$ cat src/rtl/demux_pkg.sv
// Shared types for the 1-to-4 request demultiplexer and its
// outstanding-response tracker.
package demux_pkg;

    localparam int NUM_PORTS = 4;

    typedef logic [1:0] port_sel_t;

    typedef struct packed {
        logic [31:0] addr;
        logic [31:0] wdata;
        logic        we;
    } req_t;

    function automatic logic [NUM_PORTS-1:0] sel_mask(input port_sel_t s);
        return {{(NUM_PORTS-1){1'b0}}, 1'b1} << s;
    endfunction

endpackage

$ cat src/rtl/sel_fifo.sv
// FIFO of destination port indices, one entry per request that has
// left the demux and still owes a response.
module sel_fifo
    import demux_pkg::*;
#(
    parameter int DEPTH = 4
) (
    input  logic      clk,
    input  logic      rst_n,
    input  logic      push,
    input  port_sel_t push_sel,
    input  logic      pop,
    output port_sel_t head,
    output logic      full,
    output logic      empty
);

    localparam int PW = $clog2(DEPTH);
    localparam int CW = PW + 1;
    localparam logic [CW-1:0] FULL_CNT = CW'(DEPTH);

    port_sel_t         mem [DEPTH];
    logic [PW-1:0]     wr_ptr;
    logic [PW-1:0]     rd_ptr;
    logic [CW-1:0]     count;
    logic              do_push;
    logic              do_pop;

    assign empty   = (count == '0);
    assign full    = (count == FULL_CNT);
    assign do_pop  = pop && !empty;
    // A push into a full FIFO is only legal when a pop frees a slot.
    assign do_push = push && (!full || do_pop);
    assign head    = mem[rd_ptr];

    always_ff @(posedge clk or negedge rst_n) begin
        if (!rst_n) begin
            wr_ptr <= '0;
            rd_ptr <= '0;
            count  <= '0;
        end else begin
            if (do_push) wr_ptr <= wr_ptr + PW'(1);
            if (do_pop)  rd_ptr <= rd_ptr + PW'(1);
            unique case ({do_push, do_pop})
                2'b10:   count <= count + CW'(1);
                2'b01:   count <= count - CW'(1);
                default: count <= count;
            endcase
        end
    end

    always_ff @(posedge clk) begin
        if (do_push) mem[wr_ptr] <= push_sel;
    end

endmodule

$ cat src/rtl/req_demux4.sv
// Routes one upstream request stream to four downstream ports and
// returns their responses upstream in issue order.
module req_demux4
    import demux_pkg::*;
#(
    parameter int OST_DEPTH = 4
) (
    input  logic                        clk,
    input  logic                        rst_n,
    input  logic                        req_valid,
    output logic                        req_ready,
    input  port_sel_t                   req_sel,
    input  logic [31:0]                 req_addr,
    input  logic [31:0]                 req_wdata,
    input  logic                        req_we,
    output logic [NUM_PORTS-1:0]        dn_valid,
    input  logic [NUM_PORTS-1:0]        dn_ready,
    output logic [31:0]                 dn_addr,
    output logic [31:0]                 dn_wdata,
    output logic                        dn_we,
    input  logic [NUM_PORTS-1:0]        dn_rsp_valid,
    input  logic [NUM_PORTS-1:0][31:0]  dn_rsp_rdata,
    output logic                        rsp_valid,
    output logic [31:0]                 rsp_rdata,
    output logic                        err_order
);

    logic      out_valid;
    port_sel_t out_sel;
    req_t      out_req;
    logic      drain;
    logic      accept;

    port_sel_t                 head;
    logic                      ost_full;
    logic                      ost_empty;
    logic                      hit;
    logic                      stray;
    logic [NUM_PORTS-1:0]      head_mask;

    assign drain     = out_valid && dn_ready[out_sel];
    assign req_ready = (!out_valid || drain) && !ost_full;
    assign accept    = req_valid && req_ready;

    always_ff @(posedge clk or negedge rst_n) begin
        if (!rst_n) begin
            out_valid <= 1'b0;
            out_sel   <= '0;
            out_req   <= '0;
        end else if (accept) begin
            out_valid     <= 1'b1;
            out_sel       <= req_sel;
            out_req.addr  <= req_addr;
            out_req.wdata <= req_wdata;
            out_req.we    <= req_we;
        end else if (drain) begin
            out_valid <= 1'b0;
        end
    end

    assign dn_valid = out_valid ? sel_mask(out_sel) : '0;
    assign dn_addr  = out_req.addr;
    assign dn_wdata = out_req.wdata;
    assign dn_we    = out_req.we;

    sel_fifo #(
        .DEPTH    (OST_DEPTH)
    ) u_ost (
        .clk      (clk),
        .rst_n    (rst_n),
        .push     (drain),
        .push_sel (out_sel),
        .pop      (hit),
        .head     (head),
        .full     (ost_full),
        .empty    (ost_empty)
    );

    // Only the head port may answer; anything else is an ordering fault.
    assign head_mask = sel_mask(head);
    assign hit       = !ost_empty && dn_rsp_valid[head];
    assign stray     = ost_empty ? |dn_rsp_valid
                                 : |(dn_rsp_valid & ~head_mask);

    always_ff @(posedge clk or negedge rst_n) begin
        if (!rst_n) begin
            rsp_valid <= 1'b0;
            rsp_rdata <= '0;
            err_order <= 1'b0;
        end else begin
            rsp_valid <= hit;
            if (hit) rsp_rdata <= dn_rsp_rdata[head];
            err_order <= err_order | stray;
        end
    end

endmodule

$ cat config.mk
export PLATFORM = sky130hd
export DESIGN_NAME = req_demux4
export DESIGN_NICKNAME = d
export VERILOG_FILES = /design/src/rtl/demux_pkg.sv /design/src/rtl/sel_fifo.sv /design/src/rtl/req_demux4.sv
export SDC_FILE = /design/constraint.sdc
export NUM_CORES = 1
export LEC_CHECK = 0
export BUFFER_PORTS_ARGS = -buffer_cell sky130_fd_sc_hd__buf_2
export CAP_MARGIN = 20
export CORE_MARGIN = 2
export CORE_UTILIZATION = 40
export CTS_BUF_LIST = sky130_fd_sc_hd__clkbuf_8 sky130_fd_sc_hd__clkbuf_16
export CTS_CLUSTER_SIZE = 14
export DETAILED_ROUTE_END_ITERATION = 7
export PLACE_DENSITY = 0.82
export SLEW_MARGIN = 20
export SYNTH_ARGS = -nofsm -noshare
export SYNTH_HDL_FRONTEND = slang
export SYNTH_SLANG_ARGS = --single-unit
$ cat constraint.sdc
create_clock -name clk -period 4.8 [get_ports clk]
set_input_delay 0.96 -clock clk [delete_from_list [all_inputs] [get_ports clk]]
set_output_delay 0.96 -clock clk [all_outputs]
set_load 0.005 [all_outputs]
# --- Word level (Yosys, flattened, before mapping) ---
# Memories as Yosys holds them, arrays and structs flattened.
# Cells that the tools add are included.
op_classes:
  muxes: 13
  eq_ne: 3
  n_addsub: 4
  shifts: 2
  order_cmp: 2
  n_reduce_logical: 16
  n_bitwise: 3
op_table:
  columns: ["op", "n"]
  rows:
  - ["$bmux W32 S2", 1]
  - ["$mux W32", 1]
  - ["$reduce_or A4 Y1", 2]
  - ["$shl A1 B2 Y4 const A", 2]
  - ["$mux W1", 7]
  - ["$logic_and A1 B1 Y1", 6]
  - ["$lt A2 B3 Y1 const B", 2]
  - ["$pmux W3 S2", 1]
  - ["$add A2 B1 Y2 const B", 2]
  - ["$and A4 B4 Y4", 1]
  - ["$bmux W1 S2", 2]
  - ["$mux W4", 1]
  - ["$not A4 Y4", 1]
  - ["$reduce_bool A2 Y1", 2]
  - ["$add A3 B1 Y3 const B", 1]
  - ["$eq A3 B3 Y1 const B", 1]
  - ["$logic_not A1 Y1", 3]
  - ["$logic_not A3 Y1", 1]
  - ["$sub A3 B1 Y3 const B", 1]
  - ["$eq A2 B1 Y1 const B", 1]
  - ["$eq A2 B2 Y1 const B", 1]
  - ["$logic_or A1 B1 Y1", 2]
  - ["$or A1 B1 Y1", 1]
totals:
  memories: 1
  ram_bits: 8
  wordCells: 55
  ff_bits: 109
  in_bits: 206
memory_table:
  columns: ["name", "words", "word_bits", "read_ports", "rd_clocked_by_memory_dff", "write_ports", "line_no", "rtl"]
  rows:
  - ["u_ost.mem", 4, 2, 1, 0, 1, "sel_fifo.sv:22", "port_sel_t mem [DEPTH];"]

# --- Depth between registers and ports, before layout ---
# Gate-level depths: netlist of the first run.
# An unclocked memory read counts as a cell.
logic_depth:
  ltp_word: 9
  ltp_mapped: 12

# --- Hierarchy ---
# A second synthesis of the first run with hierarchy kept.
hier_totals:
  hier_cells: 335
  area_unflattened_um2: 5667.9
modules_own_cells:
  columns: ["mod", "cells_per_inst", "area_per_inst_um2", "seq_area_each_um2", "instances"]
  rows:
  - ["req_demux4", 287, 4944.7, 2552.4, 1]
  - ["sel_fifo", 48, 723.2, 415.4, 1]

# --- Worst setup path before layout of the first run ---
# OpenSTA, ideal clock, no wires.
synth_path:
  path_kind: "reg-to-reg"
  from: "register u_ost.rd_ptr[0]"
  to: "register u_ost.count[2]"
  path_buffers: 3
  setup_slack_ns: 1.763
  arrival_time_ns: 2.950
  path_stages_with_launch: 13
  setup_time_ns: 0.087
  path_cell_list: "dfrtp_1 mux4_2 buf_6 mux2i_1 mux2_4 buf_6 nor2_8 buf_6 nand2_1 fa_1 nand2b_1 or3_1 o211ai_1"
synth_between:
  elab_chain_len: 9
synth_lines:
  columns: ["element", "line_no", "rtl"]
  rows:
  - ["start, declared", "sel_fifo.sv:24", "logic [PW-1:0] rd_ptr;"]
  - ["start signal, assigned", "sel_fifo.sv:43", "if (do_pop) rd_ptr <= rd_ptr + PW'(1);"]
  - ["$mem_v2 Z4 W2 *", null, null]
  - ["$bmux W1 S2 *", "req_demux4.sv:81", "assign hit = !ost_empty && dn_rsp_valid[head];"]
  - ["$mux W1 (not written as such) *", "req_demux4.sv:81", null]
  - ["$logic_and A1 B1 Y1 *", "req_demux4.sv:81", null]
  - ["via hit", "req_demux4.sv:37", "logic hit;"]
  - ["$logic_and A1 B1 Y1 *", "sel_fifo.sv:31", "assign do_pop = pop && !empty;"]
  - ["$logic_or A1 B1 Y1", "sel_fifo.sv:33", "assign do_push = push && (!full || do_pop);"]
  - ["$logic_and A1 B1 Y1", "sel_fifo.sv:33", null]
  - ["$eq A2 B1 Y1 / $eq A2 B2 Y1 (equally long branches)", "sel_fifo.sv:44", "unique case ({do_push, do_pop})"]
  - ["$pmux W3 S2 / $reduce_bool A2 Y1 (equally long branches)", null, null]
  - ["end signal, assigned", "sel_fifo.sv:45", "2'b10: count <= count + CW'(1);"]
  - ["end signal, assigned", "sel_fifo.sv:46", "2'b01: count <= count - CW'(1);"]
  - ["end signal, assigned", "sel_fifo.sv:47", "default: count <= count;"]
  - ["end, declared", "sel_fifo.sv:25", "logic [CW-1:0] count;"]
# Mark *: on every way through the listed nets, which the timed path passes. The rest lies on a longest branch. The select of a mux whose other input is x is not followed.
# A chain may end at the register's enable or synchronous reset.

# --- Worst setup path in the final report of the first run ---
layout_path:
  from: "register u_ost.rd_ptr[0]"
  to: "register u_ost.count[2]"
layout_between:
  elab_chain_len: 9
layout_lines:
  columns: ["element", "line_no"]
  rows:
  - ["$mem_v2 Z4 W2 *", null]
  - ["$bmux W1 S2 *", "req_demux4.sv:81"]
  - ["$mux W1 (not written as such) *", "req_demux4.sv:81"]
  - ["$logic_and A1 B1 Y1 *", "req_demux4.sv:81"]
  - ["$logic_and A1 B1 Y1 *", "sel_fifo.sv:31"]
  - ["$logic_or A1 B1 Y1", "sel_fifo.sv:33"]
  - ["$logic_and A1 B1 Y1", "sel_fifo.sv:33"]
  - ["$eq A2 B1 Y1 / $eq A2 B2 Y1 (equally long branches)", "sel_fifo.sv:44"]
  - ["$pmux W3 S2 / $reduce_bool A2 Y1 (equally long branches)", null]
# Every way passes the cells marked *; elsewhere a longest branch is shown, timed or not. The select of a mux whose other input is x is not followed.

==> impl_results.md, run 1 <==
- Nets: 864
- GR Util met1: 20.5%
- Pin count of the biggest net entering global routing: 64
- Clock buffer count from CTS: 17
- Die width: 123 um
- Avg Vias per Cell: 5.04
- Vias in the first global route: 4464
- Row cnt: 43
- Root buf cell: clkbuf_16
- Syn nets: 550
- Register bit total from synthesis: 117
- Post-synthesis sequential area ratio: 52.6%
- Hold_buf cts: 0
- Top Family by Delay on Critical Path: multiplexers
- Maximum vdd ir drop: 0.000436 V
- DP Area: 7340 sq um
- Ant. Diodes: 0
- Die height: 123 um
- Max Clk Rate: 326 MHz
- Synth Flop Type: dfrtp_1
- Async S/R FF share, synth: 93.2%
- Final hold viol count: 0
- Post-Syn Area per Cell: 16.6 sq um
- Distinct cells, synth: 42
- Hold WS: 376 ps
- ANT nets after route: 0
- Avg WL per Cell: 17.5 um
- Reg-to-reg endpoint: u_ost.count[2]
- Port Buffers: 309
- CTS max path bufs: 2
- Worst-Skew Late Latency: 400 ps
- GPL Wtd Cong: 0.835
- Initial antenna violation count: 0
- Die area: 15100 sq um
- Warnings from Yosys: 0
- Critical-path top delay cell: mux4_1
- Layer with the highest usage: met2
- Worst Path Required: 5110 ps
- Crit Path Category: register to register
- Met2 Use GR: 35.5%
- Clock Pin Slew Worst Setup and Hold Paths: 60 ps
- Met3 usage: 5.76%
- Post-synth EDFFs: 8
- Grt ovf: 0
- WL final: 14800 um
- Hold Crit Class: input port to asynchronous set/reset pin
- HPWL reported at the end of detailed placement: 11300 um
- Worst path buffer plus inverter count: 1
- Synthesized area: 5640 sq um
- Max Slew Vio Count: 0
- Global-route wire length before repair: 22000 um
- Num ports: 310
- CTS sink cnt: 117
- Period minus WS final: 3070 ps
- Slew headroom: 47.9%
- Post-cts resize count: 0
- Non-Filler Instances: 846
- P_leak: 3.88 nW
- Status: finished clean
- Worst Setup End Kind: register
- DR pass1 iterations: 4
- Initial Util: 40.8%
- Drt initial violations: 173
- Post-route cell area: 7940 sq um
- Core ar.: 13800 sq um
- Area growth syn-to-layout: 40.9%
- Worst-margin pin slew: 782 ps
- Total GRT Usage: 19.2%
- Crit start category: register
- Share of cells above drive strength 1: 65.8%
- Pwr Density: 725 nW/um^2
- Worst-path cell chain: mux4_1, buf_4, mux2_4, nor2_8, nand2_1, fa_1, nand2b_1, or3_1, o211ai_1
- Placed cells: 814
- Final Setup Violations: 0
- Drt drc: 0
- Fin util: 57.4%
- Critical Path AT: 3380 ps
- Final period util: 63.9%
- Worst R2R Path Depth: 9
- CP Max Fanout: 37
- Critical path's largest stage delay: 560 ps
- H-tree depth: 4
- Mapped Cells: 339
- Setup TNS: 0 ps
- RSZ-0062 raised after global routing: false
- TritonCTS clock tree: yes
- FF-to-FF Start: u_ost.rd_ptr[0]
- Total of max-cap violations: 0
- Reg2Reg Setup Slack: 1730 ps
- Setup bufs post-CTS: 0
- Skew final: 8.14 ps
- Routed via count: 4268
==> state kept, by name (all words and copies together) (netlist names), 2 cells and up <==
register      cells
dn_addr          32
dn_wdata         32
rsp_rdata        32
u_ost.mem         8
u_ost.count       3
out_sel           2
u_ost.rd_ptr      2
u_ost.wr_ptr      2
==> cells in the mapped netlist (all sizes together), types with 2 or more instances <==
| master | number | area share, % |
|---|---|---|
| a21oi | 3 | 0.27 |
| nand2b | 2 | 0.22 |
| ha | 4 | 0.89 |
| clkbuf | 5 | 0.33 |
| dfrtp | 109 | 48 |
| mux2 | 101 | 22 |
| buf | 16 | 2.0 |
| and3 | 2 | 0.22 |
| xor2 | 2 | 0.31 |
| nor2 | 3 | 0.49 |
| and2 | 5 | 0.55 |
| inv | 6 | 0.40 |
| xnor2 | 3 | 0.47 |
| mux2i | 5 | 0.89 |
| mux4 | 35 | 14 |
| edfxtp | 8 | 4.3 |
| nor3 | 3 | 0.36 |
| nor3b | 2 | 0.27 |
| nand2 | 8 | 0.53 |
| nor4b | 2 | 0.31 |
==> worst max path at each step <==
stage,cells past startpoint,from,to,slack [ps]
after global routing,9,u_ost.rd_ptr[0],u_ost.count[2],1540
final,9,u_ost.rd_ptr[0],u_ost.count[2],1730
after global placement,7,dn_ready[3],dn_wdata[10],1590
after detailed placement,7,dn_ready[3],dn_wdata[9],1470
after floorplan,12,u_ost.rd_ptr[0],u_ost.count[2],1760
after CTS,9,u_ost.rd_ptr[0],u_ost.count[2],1730
==> worst register-to-register path, delay by kind of cell, from the launching register on <==
family / cells / cell delay, ps
multiplexers: 2 / 1020
AND/OR/NAND/NOR: 4 / 690
adder cells (fa/ha/maj): 1 / 430
flip-flops: 1 / 420
buffers and inverters: 1 / 300
AO/OA/AOI/OAI: 1 / 110
==> layer usage <==
layer,up-vias,wire length [um]
met5,-,0
met4,0,296
met3,30,1110
met2,197,8020
met1,2126,5360
li1,1915,-
==> stage by stage <==
| stage | total power, mW | setup slack, ps |
|---|---|---|
| 6_report | 5.75 | 1730 |
| 4_1_cts | 5.82 | 1730 |
| 5_1_grt | 6.12 | 1540 |
| 3_3_place_gp | 4.36 | 1590 |
| 3_5_place_dp | 4.52 | 1470 |
| 2_1_floorplan | 3.65 | 1760 |
==> placed cells by master, fill, tap and decap left out, types with 3 or more instances in the layout <==
cell | Yosys | layout
mux4_2 | 28 | 28
clkbuf_16 | 0 | 18
clkinvlp_4 | 0 | 3
mux2_4 | 27 | 27
edfxtp_1 | 8 | 8
xnor2_1 | 3 | 3
mux4_1 | 7 | 7
ha_1 | 4 | 4
mux2_2 | 30 | 30
buf_2 | 10 | 308
dfrtp_1 | 109 | 109
and2_1 | 5 | 5
a21oi_1 | 3 | 3
mux2_1 | 44 | 44
nand2_1 | 8 | 7
clkinv_4 | 0 | 5
inv_1 | 6 | 6
mux2i_1 | 5 | 5
clkinv_2 | 0 | 3
buf_4 | 0 | 8
==> layout make-up <==
cell class | instances | area (sq um)
clock buffers | 18 | 450
clock inverters | 14 | 153
fillers | 1091 | 5890
inverters | 6 | 22.5
multi-input cells | 195 | 2520
flip-flops and latches | 117 | 2970
well taps | 180 | 225
repair buffers | 316 | 1600
==> logic make-up (layout without fill, tap and decap cells) <==
kind of cell	after synthesis	after routing	share of synthesized area (%)
multiplexers	141	141	37.3
flip-flops	117	117	52.6
AND/OR/NAND/NOR	32	32	3.55
buffers and inverters	27	354	2.69
AO/OA/AOI/OAI	12	12	1.80
adder cells (fa/ha/maj)	5	5	1.24
XOR/XNOR	5	5	0.777
==> power by group <==
part | switching [mW] | internal, mW | total [mW]
logic | 1.15 | 1.53 | 2.68
clock network | 0.462 | 0.798 | 1.26
registers | 0.304 | 1.51 | 1.82
total | 1.92 | 3.83 | 5.75
No activity file was read; power rests on OpenSTA's default activity.
==> inputs of run 2 (changes only) <==
--- a/config.mk
+++ b/config.mk
@@ -12,7 +12,7 @@
 export CTS_BUF_LIST = sky130_fd_sc_hd__clkbuf_8 sky130_fd_sc_hd__clkbuf_16
 export CTS_CLUSTER_SIZE = 14
 export DETAILED_ROUTE_END_ITERATION = 7
-export PLACE_DENSITY = 0.82
+export PLACE_DENSITY = 0.85
 export SLEW_MARGIN = 20
 export SYNTH_ARGS = -nofsm -noshare
 export SYNTH_HDL_FRONTEND = slang
==> constraint.sdc (replaced) <==
create_clock -name clk -period 2.8 [get_ports clk]
set_input_delay 0.56 -clock clk [delete_from_list [all_inputs] [get_ports clk]]
set_output_delay 0.56 -clock clk [all_outputs]
set_load 0.005 [all_outputs]
==> impl_results.md, run 2 (synthesized netlist as in run 1, its figures left out) <==
- Final Setup Violations: 0
- Most frequent cells in the layout: buf_2, dfrtp_1, mux2_1
- Vias in the first global route: 4471
- Initial Util: 40.8%
- Setup bufs post-CTS: 0
- Share of cells above drive strength 1: 65.9%
- Status: finished clean
- Initial antenna violation count: 1
- Filler Cells Inserted: 1146
- Area growth syn-to-layout: 41.5%
- Die width: 123 um
- H-tree depth: 4
- Grt ovf: 0
- TritonCTS clock tree: yes
- Avg WL per Cell: 17.7 um
- Max Clk Rate: 371 MHz
- Skew final: 7.42 ps
- Hold Crit Class: input port to asynchronous set/reset pin
- Num ports: 310
- Post-cts resize count: 0
- Slew headroom: 58.1%
- Final hold viol count: 0
- P_leak: 3.90 nW
- Drt drc: 0
- GPL Wtd Cong: 0.756
- Hold_buf cts: 0
- Worst Path Required: 3120 ps
- Crit Path Category: register to register
- RSZ-0062 raised after global routing: false
- HPWL reported at the end of detailed placement: 11500 um
- Avg Vias per Cell: 5.03
- Crit start category: register
- Maximum vdd ir drop: 0.000689 V
- Total GRT Usage: 19.4%
- Flip-flop and latch area: 2970 sq um
- Ant. Diodes: 0
- Pwr Density: 1240 nW/um^2
- Worst-margin pin slew: 625 ps
- Total power: 9.88 mW
- Fin util: 57.7%
- Critical Path AT: 3020 ps
- Row cnt: 43
- WL final: 15000 um
- CTS sink cnt: 117
- Root buf cell: clkbuf_16
- Final period util: 96.3%
- Commonest non-fill, non-tap cell in the layout: buf_2
- Clock Pin Slew Worst Setup and Hold Paths: 60 ps
- Drt initial violations: 209
- Die area: 15100 sq um
- Nets: 866
- Period minus WS final: 2700 ps
- Port Buffers: 309
- Area occupied by multi-input gates: 2530 sq um
- Worst-Skew Late Latency: 410 ps
- ANT nets after route: 0
- CTS max path bufs: 2
- Global-route wire length before repair: 22100 um
- Core ar.: 13800 sq um
- CP Max Fanout: 4
- DR pass1 iterations: 4
- Max Slew Vio Count: 0
- Pin count of the biggest net entering global routing: 61
- Clock buffer count from CTS: 17
- Routed via count: 4267
- Worst Setup End Kind: register
- Die height: 123 um
- Total of max-cap violations: 0
[run 2: critical path: stages, from the launching register on]
cell	delay [ps]
dfrtp_1	420
mux4_2	580
mux2i_1	160
mux2_4	300
nor2_8	120
nand2_2	60
fa_2	360
nand2b_1	180
or3_1	330
o211ai_1	100
[run 2: final timing paths]
kind / to / startpoint / slack (ps) / cells past startpoint
setup / recovery: u_ost.count[2] / u_ost.rd_ptr[0] / 100 / 9
max in group asynchronous: rsp_rdata[10] / rst_n / 2060 / 2
hold reg to reg: dn_wdata[31] / dn_wdata[31] / 480 / 1
setup reg to reg: u_ost.count[2] / u_ost.rd_ptr[0] / 100 / 9
min in group clk: dn_addr[23] / req_addr[23] / 360 / 2
hold / removal: dn_wdata[21] / rst_n / 80 / 1
[run 2: per-layer routing]
metal | vias to the layer above | global-route usage, % | wire, um
met5 | - | 0 | 13
met4 | 2 | 7.97 | 348
met3 | 30 | 6.37 | 1170
met2 | 193 | 35.5 | 8130
met1 | 2128 | 20.4 | 5360
li1 | 1914 | - | -
[run 2: layout make-up]
class | count | area share [%]
Multi-Input combinational cell | 195 | 31.7
Inverter | 6 | 0.282
Timing Repair Buffer | 318 | 20.6
Clock buffer | 19 | 5.82
Clock inverter | 13 | 1.63
Sequential cell | 117 | 37.2
Tap cell | 180 | 2.82
[run 2: report_power, final]
group	total, mW	leakage, nW	internal [mW]	switching [mW]
combinational	4.65	2.27	2.66	1.99
clock	2.14	0.289	1.38	0.764
sequential	3.08	1.35	2.59	0.491
[run 2: through the flow]
step	worst slack [ps]	cell area (sq um)	cells	TNS, ps	hold slack (ps)
2_1_floorplan	-196	5650	339	-386	264
3_3_place_gp	230	7380	816	0	465
3_5_place_dp	133	7380	816	0	470
4_1_cts	102	7980	848	0	70.8
5_1_grt	16.9	7980	848	0	91.6
6_report	103	7980	848	0	78.6
==> inputs of run 3 (changes only) <==
--- a/config.mk
+++ b/config.mk
@@ -5,14 +5,15 @@
 export SDC_FILE = /design/constraint.sdc
 export NUM_CORES = 1
 export LEC_CHECK = 0
+export ABC_AREA = 1
 export BUFFER_PORTS_ARGS = -buffer_cell sky130_fd_sc_hd__buf_2
 export CAP_MARGIN = 20
 export CORE_MARGIN = 2
-export CORE_UTILIZATION = 40
+export CORE_UTILIZATION = 30
 export CTS_BUF_LIST = sky130_fd_sc_hd__clkbuf_8 sky130_fd_sc_hd__clkbuf_16
 export CTS_CLUSTER_SIZE = 14
 export DETAILED_ROUTE_END_ITERATION = 7
-export PLACE_DENSITY = 0.85
+export PLACE_DENSITY = 0.69
 export SLEW_MARGIN = 20
 export SYNTH_ARGS = -nofsm -noshare
 export SYNTH_HDL_FRONTEND = slang
==> impl_results.md, run 3 <==
- Initial antenna violation count: 0
- TritonCTS clock tree: yes
- Main combinational cell family by area after synthesis: simple AND/OR/NAND/NOR gates
- Mapped Cells: 587
- WL final: 17800 um
- H-tree depth: 4
- Die area: 20000 sq um
- Setup TNS: 0 ps
- Core ar.: 18600 sq um
- Avg WL per Cell: 15.6 um
- Compound-Gate Fraction of Synth Area: 1.13%
- Synthesized area: 5660 sq um
- Clock buffer count from CTS: 17
- Drt initial violations: 211
- Grt ovf: 0
- Post-synth top area cell: dfrtp_1
- CTS max path bufs: 2
- Max Clk Rate: 441 MHz
- Most frequent cells in the layout: buf_2, nand2_1, dfrtp_1
- Worst R2R Path Depth: 10
- Syn nets: 798
- Post-cts resize count: 0
- Vias in the first global route: 5325
- Synth Flop Type: dfrtp_1
- Root buf cell: clkbuf_16
- DR pass1 iterations: 6
- Ant. Diodes: 0
- P_leak: 4.14 nW
- Pin count of the biggest net entering global routing: 67
- Pwr Density: 1320 nW/um^2
- Synth Area in Adders: 1.24%
- Placed cells: 1108
- Total power: 10.6 mW
- Worst Path Required: 3100 ps
- Area growth syn-to-layout: 42.0%
- Initial Util: 30.4%
- Routed via count: 5477
- Worst-margin pin slew: 648 ps
- Final hold viol count: 0
- Post-synthesis sequential area ratio: 52.5%
- Total of max-cap violations: 0
- Max Slew Vio Count: 0
- Final Setup Violations: 0
- Synth Area in XOR/XNOR: 0.465%
- Post-synth top area share: 48.2%
- Hold Crit Class: input port to asynchronous set/reset pin
- Drt drc: 0
- Area contributors post-synth: dfrtp_1, mux2_2, nand2_1, nand3_1, edfxtp_1
- CTS sink cnt: 117
- Nets: 1104
- Die width: 141 um
- RSZ-0062 raised after global routing: false
- Non-Filler Instances: 1140
- Maximum vdd ir drop: 0.000506 V
- ANT nets after route: 0
- Total GRT Usage: 17.5%
- Setup bufs post-CTS: 0
- Period minus WS final: 2270 ps
- Filler Cells Inserted: 1839
- Hold_buf cts: 0
- Fin util: 43.2%
- Critical Path AT: 2570 ps
- Crit start category: register
- Port Buffers: 309
- Worst-Skew Late Latency: 410 ps
- Multiplexer share of the synthesized area: 12.9%
- Warnings from Yosys: 0
- Avg Vias per Cell: 4.80
- HPWL reported at the end of detailed placement: 13400 um
- Clock Pin Slew Worst Setup and Hold Paths: 60 ps
- Slew headroom: 56.5%
- Commonest non-fill, non-tap cell in the layout: buf_2
- Status: finished clean
- Row cnt: 50
- Commonest cells post-synth: nand2_1, dfrtp_1, nand3_1
- Distinct cells, synth: 29
- Post-Syn Area per Cell: 9.63 sq um
- Post-synth EDFFs: 8
- Async S/R FF share, synth: 93.2%
- Skew final: 7.97 ps
- CP Max Fanout: 19
- Register bit total from synthesis: 117
- Area occupied by multi-input gates: 2400 sq um
- Global-route wire length before repair: 27100 um
- Num ports: 310
- Worst Setup End Kind: register
- Crit Path Category: register to register
- Share of cells above drive strength 1: 47.6%
- Post-Synth Simple-Gate Area: 26.7%
- Die height: 141 um
- Most common cell in the netlist: nand2_1
- Final period util: 81.0%
- Flip-flop and latch area: 2970 sq um
- GPL Wtd Cong: 0.810
[run 3: changes by cell type after synthesis, sizes merged, moves of 3 or more]
| cell | change |
|---|---|
| nand3 | +106 |
| inv | +20 |
| nand4 | +35 |
| mux2i | -5 |
| buf | +14 |
| xnor2 | -3 |
| mux2 | -36 |
| nor2 | +9 |
| nand2 | +157 |
| mux4 | -35 |
| and2 | -5 |
[run 3: path summary, 6_finish.rpt]
kind                            startpoint       endpoint  slack (ps)
max reg2reg                u_ost.rd_ptr[0]  rsp_rdata[20]         530
max                        u_ost.rd_ptr[0]  rsp_rdata[20]         530
min                                  rst_n  rsp_rdata[14]          40
min in group clk             req_wdata[11]   dn_wdata[11]         360
min reg2reg                  rsp_rdata[11]  rsp_rdata[11]         470
max in group asynchronous            rst_n    dn_addr[27]        2100
[run 3: through the flow]
step,area [sq um],setup slack (ps),hold slack (ps)
2_1_floorplan,5660,878,264
3_3_place_gp,7460,582,458
3_5_place_dp,7460,576,461
4_1_cts,8030,551,28.6
5_1_grt,8030,370,36.8
6_report,8030,533,41.8
[run 3: report_power, final]
group / total, mW / internal [mW] / switching (mW) / leakage [nW]
combinational: 5.46 / 2.21 / 3.25 / 2.49
clock: 2.10 / 1.24 / 0.857 / 0.280
sequential: 3.05 / 2.59 / 0.462 / 1.37
total: 10.6 / 6.04 / 4.57 / 4.14
[run 3: critical path, stage by stage, from the launching register on]
cell	delay, ps
dfrtp_1	440
inv_2	90
nand2_1	80
nand3_2	100
nand2_2	130
clkinv_1	530
buf_4	430
nand3_1	100
nand4_1	120
nand2_1	90
nand2_1	50
[run 3: area by class of cell]
cell class / count / area share [%]
Clock buffer: 17 / 5.30
Clock inverter: 15 / 1.87
Inverter: 27 / 1.26
Multi-Input combinational cell: 407 / 29.9
Sequential cell: 117 / 37.0
Tap cell: 234 / 3.65
Timing Repair Buffer: 323 / 21.1
[run 3: kinds of logic after synthesis]
group	count (synthesis)
buffers and inverters	63
multiplexers	65
AO/OA/AOI/OAI	9
XOR/XNOR	3
flip-flops	117
adder cells (fa/ha/maj)	5
AND/OR/NAND/NOR	325
[run 3: per-layer routing]
| layer | GRT usage, % | vias to the layer above | wire [um] |
|---|---|---|---|
| met2 | 29.7 | 293 | 8560 |
| met4 | 7.37 | 0 | 395 |
| met5 | 0 | - | 0 |
| met3 | 7.02 | 25 | 1910 |
| li1 | - | 2609 | - |
| met1 | 19.6 | 2550 | 6940 |
